[src/rtl/mem_port_arbiter.sv]
// Shares one OBI-style memory port between instruction fetch and load/store, one outstanding transaction.
// Define MEM_ARB_FAIR_EN to add the fetch anti-starvation counter (STARVE_LIMIT consecutive data grants).
module mem_port_arbiter #(
  parameter int ADDR_WIDTH   = 32,
  parameter int STARVE_LIMIT = 4
) (
  input  logic                  clk_i,
  input  logic                  rst_n_i,
  input  logic                  instr_req_i,
  input  logic [ADDR_WIDTH-1:0] instr_addr_i,
  input  logic                  instr_kill_i,
  output logic                  instr_gnt_o,
  output logic                  instr_rvalid_o,
  output logic [31:0]           instr_rdata_o,
  input  logic                  data_req_i,
  input  logic                  data_we_i,
  input  logic [3:0]            data_be_i,
  input  logic [ADDR_WIDTH-1:0] data_addr_i,
  input  logic [31:0]           data_wdata_i,
  output logic                  data_gnt_o,
  output logic                  data_rvalid_o,
  output logic [31:0]           data_rdata_o,
  output logic                  bus_req_o,
  output logic                  bus_we_o,
  output logic [3:0]            bus_be_o,
  output logic [ADDR_WIDTH-1:0] bus_addr_o,
  output logic [31:0]           bus_wdata_o,
  input  logic                  bus_gnt_i,
  input  logic                  bus_rvalid_i,
  input  logic [31:0]           bus_rdata_i,
  output logic                  protocol_err_o
);

  typedef enum logic [1:0] {
    ST_IDLE = 2'd0,
    ST_ADDR = 2'd1,
    ST_RESP = 2'd2
  } state_e;

  typedef enum logic {
    OWN_INSTR = 1'b0,
    OWN_DATA  = 1'b1
  } owner_e;

  state_e state_q, state_d;
  owner_e owner_q, owner_d, sel_owner_s;
  logic   drop_q, drop_d;
  logic   perr_q, perr_d;
  logic   rsp_s, free_s, issue_s, prefer_instr_s;
  logic   instr_gnt_s, data_gnt_s;

`ifdef MEM_ARB_FAIR_EN
  logic [3:0] starve_q, starve_d;
  assign prefer_instr_s = (starve_q == 4'(STARVE_LIMIT)) && instr_req_i && !instr_kill_i;
`else
  assign prefer_instr_s = 1'b0;
`endif

  // A response in RESP frees the slot so the next request can issue back-to-back.
  assign rsp_s  = (state_q == ST_RESP) && bus_rvalid_i;
  assign free_s = (state_q == ST_IDLE) || rsp_s;

  // Requester selection: locked owner in ADDR, otherwise data first (fetch blocked while killed).
  always_comb begin
    sel_owner_s = owner_q;
    issue_s     = 1'b0;
    if (state_q == ST_ADDR) begin
      issue_s = 1'b1;
    end else if (free_s) begin
      if (data_req_i && !prefer_instr_s) begin
        sel_owner_s = OWN_DATA;
        issue_s     = 1'b1;
      end else if (instr_req_i && !instr_kill_i) begin
        sel_owner_s = OWN_INSTR;
        issue_s     = 1'b1;
      end else begin
        issue_s = 1'b0;
      end
    end else begin
      issue_s = 1'b0;
    end
  end

  assign instr_gnt_s = issue_s && bus_gnt_i && (sel_owner_s == OWN_INSTR);
  assign data_gnt_s  = issue_s && bus_gnt_i && (sel_owner_s == OWN_DATA);

  assign bus_req_o   = rst_n_i && issue_s;
  assign bus_we_o    = (sel_owner_s == OWN_DATA) ? data_we_i : 1'b0;
  assign bus_be_o    = (sel_owner_s == OWN_DATA) ? data_be_i : 4'hF;
  assign bus_addr_o  = (sel_owner_s == OWN_DATA) ? data_addr_i : instr_addr_i;
  assign bus_wdata_o = (sel_owner_s == OWN_DATA) ? data_wdata_i : 32'h0000_0000;

  assign instr_gnt_o    = rst_n_i && instr_gnt_s;
  assign data_gnt_o     = rst_n_i && data_gnt_s;
  assign instr_rvalid_o = rst_n_i && rsp_s && (owner_q == OWN_INSTR) && !drop_q && !instr_kill_i;
  assign data_rvalid_o  = rst_n_i && rsp_s && (owner_q == OWN_DATA);
  assign instr_rdata_o  = bus_rdata_i;
  assign data_rdata_o   = bus_rdata_i;
  assign protocol_err_o = perr_q;

  // Next state, owner latch, stale-fetch drop flag and sticky protocol error.
  always_comb begin
    state_d = state_q;
    owner_d = owner_q;
    drop_d  = drop_q;
    perr_d  = perr_q;
    case (state_q)
      ST_IDLE, ST_RESP: begin
        if (issue_s) begin
          owner_d = sel_owner_s;
          state_d = bus_gnt_i ? ST_RESP : ST_ADDR;
        end else if (free_s) begin
          state_d = ST_IDLE;
        end else begin
          state_d = state_q;
        end
      end
      ST_ADDR: begin
        if (bus_gnt_i) begin
          state_d = ST_RESP;
        end else begin
          state_d = ST_ADDR;
        end
      end
      default: begin
        state_d = ST_IDLE;
      end
    endcase
    // A kill in ADDR also covers a fetch granted in that same cycle.
    if (rsp_s) begin
      drop_d = 1'b0;
    end else if (instr_kill_i && (owner_q == OWN_INSTR) &&
                 ((state_q == ST_ADDR) || (state_q == ST_RESP))) begin
      drop_d = 1'b1;
    end else begin
      drop_d = drop_q;
    end
    if (bus_rvalid_i && (state_q != ST_RESP)) begin
      perr_d = 1'b1;
    end else begin
      perr_d = perr_q;
    end
  end

  // Arbiter state registers.
  always_ff @(posedge clk_i or negedge rst_n_i) begin
    if (!rst_n_i) begin
      state_q <= ST_IDLE;
      owner_q <= OWN_INSTR;
      drop_q  <= 1'b0;
      perr_q  <= 1'b0;
    end else begin
      state_q <= state_d;
      owner_q <= owner_d;
      drop_q  <= drop_d;
      perr_q  <= perr_d;
    end
  end

`ifdef MEM_ARB_FAIR_EN
  // Count data grants that bypass a waiting fetch; saturate rather than wrap.
  always_comb begin
    starve_d = starve_q;
    if (!instr_req_i || instr_gnt_s) begin
      starve_d = 4'd0;
    end else if (data_gnt_s && !instr_kill_i && (starve_q != 4'hF)) begin
      starve_d = starve_q + 4'd1;
    end else begin
      starve_d = starve_q;
    end
  end

  // Starvation counter register.
  always_ff @(posedge clk_i or negedge rst_n_i) begin
    if (!rst_n_i) begin
      starve_q <= 4'd0;
    end else begin
      starve_q <= starve_d;
    end
  end
`endif

endmodule

[config.mk]
export PLATFORM = sky130hd
export DESIGN_NAME = mem_port_arbiter
export DESIGN_NICKNAME = d
export VERILOG_FILES = /design/src/rtl/mem_port_arbiter.sv
export SDC_FILE = /design/constraint.sdc
export NUM_CORES = 1
export LEC_CHECK = 0
export ABC_AREA = 1
export CORE_AREA = 4 4 105 107
export CTS_CLUSTER_DIAMETER = 50
export CTS_CLUSTER_SIZE = 12
export DETAILED_ROUTE_END_ITERATION = 8
export DIE_AREA = 0 0 109 111
export GPL_ROUTABILITY_DRIVEN = 0
export HOLD_SLACK_MARGIN = 0.05
export SETUP_SLACK_MARGIN = 0.02
export SLEW_MARGIN = 20
export SYNTH_ARGS = -nofsm -noshare
export SYNTH_HDL_FRONTEND = slang
export SYNTH_SLANG_ARGS = --single-unit
[constraint.sdc]
create_clock -name clk_i -period 1.95 [get_ports clk_i]
set_clock_uncertainty 0.05 [all_clocks]
set_input_delay 0.195 -clock clk_i [delete_from_list [all_inputs] [get_ports clk_i]]
set_output_delay 0.195 -clock clk_i [all_outputs]
set_load 0.05 [all_outputs]
==> flow_summary.toml, run 1 <==
[clocking]
cts_tree = "yes"
path_clk_slew_ns = 0.04
clk_latency_ns = 0.22
clk_path_buf_depth = 2
clkSinkCount = 5
ctsHoldBuffers = 0
clockRootBuffer = "clkbuf_8"
htree_levels = 1
numCtsBuffers = 3

[setup_path]
cp_slowest_cell = "dfrtp_2"
arrival_ns = 1.86
r2r_end = "state_q[1]$_DFFE_PN0P_"
crit_top_cell = "nand2_4"
critPathKind = "reg -> out"
worstSetupEndpointType = "output pin"
cpPeakStageDelay_ns = 0.44
cp_num_cells = 11
reg2reg_setup_slack_ns = 0.48
path_delay_family = "simple AND/OR/NAND/NOR gates"
cp_num_buf_inv = 4
start_kind = "flip-flop"
path_cells = "inv_4 > ha_4 > nand2_4 > nand2_4 > nand3_4 > nand2_4 > buf_8 > buf_12 > nand3_1 > nand2_2 > buf_12"
cp_max_fo = 10
r2r-start = "state_q[0]$_DFFE_PN0P_"
worstPathRequired_ns = 1.70
ff2ff_path_depth = 9

[floorplan]
die_x_um = 109
ios = 279
rows = 37
start_util = 0.160
die_h_um = 111
core_um2 = 10100
die-area_um2 = 12100

[worst_hold_path]
hold_class = "in -> async"

[place]
hpwl_um = 6330
dp_slack_ns = -0.177
portBuffers = 182
dp_cells = 549

[global_routing]
gr-usage-all-layers = 0.130
grt_first_pass_wirelength_um = 12400
grt_pass1_vias = 2463
antenna_found_initial = 0
grt_overflow = 0
grt_max_degree = 25

[outcome]
violations = "setup timing"
outcome = "complete, but fails checks"

[route]
ant_nets = 0
route.met3.wl_um = 966
routed-wl-met2_um = 4930
drtIter0Drc = 46
firstDrtPassIters = 4
wl_per_cell_um = 15.7
drt-met1-wl_um = 2830
via_count = 2315
routed_wl_um = 8890
drc = 0
highest_layer = "met4"
viasPerCell = 4.08

[synthesis]
seq_area_frac_synth = 0.0771
ys_warn_count = 0
syn_nets = 438
synth-seq-cells = 5
syn_inst = 294
synth_area_um2 = 1620
synth.distinct_cells = 19
postSynthAreaPerCell_um2 = 5.52

[power_and_ir_drop]
power.leakage_nw = 2.17
p_per_area_nw_per_um2 = 1720
power_frac_comb = 0.953
p_switching_mw = 4.45
ir_drop_uv = 848
clkPwrFrac = 0.023
swShare = 0.536
seqPwrFrac = 0.024
report.power.total_mw = 8.30
p_int_mw = 3.85

[layout]
multi_input_area_um2 = 1340
layout.cells.non_filler = 567
fill_cells = 907
regArea_um2 = 128
antennaDiodeCount = 0
final_cell_mix = "clkdlybuf4s50_1 (108), buf_12 (75), inv_1 (43)"
fin_nets = 576
area_delta_synth_final_pct = 197
layout-drive-gt1-share = 0.506
final_common_cell = "clkdlybuf4s50_1"

[run]
maxCapViolCount = 0

[timing]
hold_viol_final = 0
timing.final.crit_share = 1.08
period_needed_ns = 2.11
setup_violations = 69
maxSlewViolCount = 0
rsz0062_at_grt = "true"
worst_pin_slew_ns = 0.495
max-slew-margin-rel = 0.669
fin_ws_ns = -0.159
whs_ns = 0.142
fmax_mhz = 474
tns_ns = -7.49
Yosys cell counts:
library cell | n | area (um2)
o21ai_0 | 3 | 15.0
nand2_2 | 13 | 81.3
dfrtp_1 | 5 | 125
buf_4 | 64 | 480
a21o_1 | 1 | 7.51
nand3_2 | 2 | 20.0
and3_1 | 1 | 6.26
buf_2 | 7 | 35.0
nand2_1 | 62 | 233
nor4_1 | 1 | 6.26
nand4_1 | 1 | 6.26
a21oi_1 | 1 | 5.00
nand3_1 | 36 | 180
clkbuf_1 | 3 | 11.3
buf_6 | 3 | 33.8
inv_1 | 47 | 176
inv_2 | 1 | 3.75
nor2_1 | 39 | 146
ha_1 | 4 | 50.1
worst reg2reg max path, cell delays in order, from the launching register on:
cell and delay, ns:
dfrtp_2 0.41, inv_4 0.06, ha_4 0.17, nand2_4 0.06, buf_4 0.11, nand3_1 0.11
buf_6 0.15, nor2_1 0.12, nand2_1 0.06, o21ai_0 0.08
power groups by stage:
stage | Combinational [mW] | Clock, mW | Sequential [mW]
detailed placement | 6.25 | 0 | 0.181
global route | 8.25 | 0.202 | 0.212
finish | 7.91 | 0.191 | 0.203
CTS | 7.44 | 0.196 | 0.186
global placement | 6.20 | 0 | 0.178
floorplan | 3.44 | 0 | 0.175
cells by family after synthesis:
| kind of cell | after synthesis | share of synthesized area |
|---|---|---|
| AOI/OAI and AO/OA | 5 | 0.0170 |
| DFF | 5 | 0.0771 |
| adders and majority gates | 4 | 0.0308 |
| buffers and inverters | 125 | 0.456 |
| and+or+nand+nor | 155 | 0.419 |
worst max path at each step:
stage,start,endpoint
4_1_cts,state_q[1]$_DFFE_PN0P_,bus_wdata_o[19]
6_report,state_q[0]$_DFFE_PN0P_,bus_addr_o[16]
3_5_place_dp,bus_rvalid_i,bus_wdata_o[4]
2_1_floorplan,state_q[0]$_DFFE_PN0P_,bus_wdata_o[10]
3_3_place_gp,bus_rvalid_i,bus_wdata_o[4]
5_1_grt,state_q[0]$_DFFE_PN0P_,bus_addr_o[16]
routing by layer:
metal	up-vias	global-route usage
met5	-	0
met4	0	0.0387
met3	22	0.0402
met2	151	0.258
met1	1053	0.122
li1	1089	-
per-stage QoR:
step	util	cell area (um2)
2_1_floorplan	-	1630
3_3_place_gp	0.384	3900
3_5_place_dp	0.384	3900
4_1_cts	0.444	4500
5_1_grt	0.476	4830
6_report	0.476	4830
repair_timing:
item	4_1_cts	5_1_grt
resized for setup	109	72
buffers inserted	6	0
pin swaps	2	18
gates cloned	6	2
setup endpoints to repair	71	73
final cells by class:
cell class	instances	share of cell area
repair buffers	207	0.600
repair inverters	3	0.0109
well taps	136	0.0353
clock buffers	4	0.00933
multi-input cells	164	0.277
inverters	48	0.0412
flip-flops and latches	5	0.0264
flip-flops by register name (all words and copies together) (netlist names):
signal          flops
owner_q             1
state_q             2
protocol_err_o      1
drop_q              1
No activity file was read; power rests on OpenSTA's default activity.
==> run 2, diff against run 1 <==
Settings changed: GPL_TIMING_DRIVEN set to 0.
==> run 2 against run 1 <==
The flow still finishes with violations (setup timing). Flip-flop and latch count unchanged. Clock-buffer cell count is the same. First-iteration DRC count grew 37%. Clock power about the same. Setup slack got worse by 0.026 ns. Non-clock buffer count increased by 141. Via count is 21% higher. Combinational power shrank 3.2%. Sequential power is 5% lower. Register-to-register slack about the same. Power is 3.1% lower. Sequential share of layout area shrank 0.38 points. Critical path type unchanged. Largest cell class unchanged.
==> flow_summary.toml, run 2 (synthesized netlist as in run 1, its figures left out) <==
[outcome]
outcome = "complete, but fails checks"
violations = "setup timing"

[timing]
worst_pin_slew_ns = 0.544
maxSlewViolCount = 0
setup_violations = 68
timing.final.crit_share = 1.09
rsz0062_at_grt = "true"
hold_viol_final = 0
fmax_mhz = 468
period_needed_ns = 2.14
fin_ws_ns = -0.185
max-slew-margin-rel = 0.636

[place]
hpwl_um = 7610
placed_area_um2 = 4260
portBuffers = 246

[clocking]
clk_path_buf_depth = 2
htree_levels = 1
clk_latency_ns = 0.22
clockRootBuffer = "clkbuf_8"
cts_tree = "yes"
numCtsBuffers = 3
path_clk_slew_ns = 0.03
clkSinkCount = 5
ctsHoldBuffers = 0

[route]
ant_nets = 0
wl_per_cell_um = 14.8
drtIter0Drc = 63
firstDrtPassIters = 4
routed_wl_um = 10400
drc = 0
via_count = 2804
viasPerCell = 3.98

[layout]
largest_register_ffs = 2
antennaDiodeCount = 0
finish.instance_area_um2 = 5530
fin_nets = 714
regMostFlops = "state_q"
final_cell_mix = "clkdlybuf4s50_1 (172), buf_4 (78), buf_6 (57)"
final_common_cell = "clkdlybuf4s50_1"
area_delta_synth_final_pct = 241
layout-drive-gt1-share = 0.517

[floorplan]
ios = 279
die_h_um = 111
core_um2 = 10100
rows = 37
die_x_um = 109
die-area_um2 = 12100
start_util = 0.160

[global_routing]
grt_overflow = 0
gr-usage-all-layers = 0.149
grt_max_degree = 11
grt_pass1_vias = 3029
grt_first_pass_wirelength_um = 14500
antenna_found_initial = 0

[worst_hold_path]
hold_class = "in -> async"

[setup_path]
arrival_ns = 1.89
critPathKind = "reg -> out"
cp_max_fo = 5
worstPathRequired_ns = 1.70
worstSetupEndpointType = "output pin"
start_kind = "flip-flop"

[power_and_ir_drop]
p_switching_mw = 4.51
report.power.total_mw = 8.05
seqPwrFrac = 0.024
power.leakage_nw = 2.60
power_frac_comb = 0.952
swShare = 0.561
p_int_mw = 3.53
p_per_area_nw_per_um2 = 1460
ir_drop_uv = 935
clkPwrFrac = 0.024

[run]
maxCapViolCount = 0
## run 2: changes by cell type in the layout (fill, tap and decap cells not counted), moves of 10 or more
cell	previous run	this run
buf_12	75	8
buf_4	11	78
clkdlybuf4s50_1	108	172
buf_6	6	57
buf_8	2	25
nand2_2	35	45
## run 2: per-layer routing
| layer | track usage | vias up | wire (um) |
|---|---|---|---|
| met5 | 0 | - | 0 |
| met4 | 0.0421 | 0 | 193 |
| met3 | 0.0408 | 17 | 1120 |
| met2 | 0.313 | 168 | 5980 |
| met1 | 0.130 | 1258 | 3160 |
| li1 | - | 1361 | - |
## run 2: cell type report
type | instances | area [um2]
multi-input cells | 164 | 1330
repair buffers | 273 | 3030
well taps | 136 | 170
flip-flops and latches | 5 | 125
plain buffers | 75 | 629
inverters | 48 | 198
clock buffers | 4 | 45.0
fillers | 902 | 4610
## run 2: through the flow
stage / util / setup WS, ns / hold WS (ns) / TNS [ns] / instances
2_1_floorplan: - / -0.178 / -0.151 / -5.41 / 294
3_3_place_gp: 0.421 / -0.803 / 0.394 / -51.09 / 676
3_5_place_dp: 0.421 / -0.839 / 0.393 / -53.96 / 676
4_1_cts: 0.510 / -0.209 / 0.191 / -8.74 / 697
5_1_grt: 0.545 / -0.270 / 0.210 / -14.97 / 705
6_report: 0.545 / -0.185 / 0.184 / -8.70 / 705
## run 2: power by group through the flow
stage | clock network (mW) | logic (mW) | registers [mW]
5_1_grt | 0.206 | 8.01 | 0.197
3_5_place_dp | 0 | 5.20 | 0.185
2_1_floorplan | 0 | 3.44 | 0.175
3_3_place_gp | 0 | 5.18 | 0.180
4_1_cts | 0.199 | 7.04 | 0.192
6_report | 0.191 | 7.66 | 0.192
## run 2: what timing repair did
item,CTS,global route
pin swaps,11,13
buffers inserted,11,10
setup endpoints to repair,74,73
resized for setup,653,94
gates cloned,6,1
## run 2: path summary, 6_finish.rpt
kind	startpoint	slack (ns)	cells past startpoint	to
setup / recovery	state_q[0]$_DFFE_PN0P_	-0.19	12	bus_addr_o[25]
hold / removal	rst_n_i	0.18	1	protocol_err_o$_DFFE_PN0P_
setup reg to reg	state_q[0]$_DFFE_PN0P_	0.49	7	state_q[1]$_DFFE_PN0P_
hold reg to reg	protocol_err_o$_DFFE_PN0P_	0.40	1	protocol_err_o$_DFFE_PN0P_
max in group asynchronous	rst_n_i	1.43	1	drop_q$_DFFE_PN0P_
min in group clk_i	protocol_err_o$_DFFE_PN0P_	0.40	1	protocol_err_o$_DFFE_PN0P_
## run 2: critical path: stages, from the launching register on
cell and delay [ns]:
dfrtp_1 0.39, inv_2 0.11, ha_4 0.16, nand2_4 0.06, nand2_4 0.08, nand3_4 0.09
nand2_8 0.11, nand2_8 0.09, buf_12 0.15, clkbuf_16 0.16, nand2_4 0.07, nand2_4 0.05
buf_8 0.14
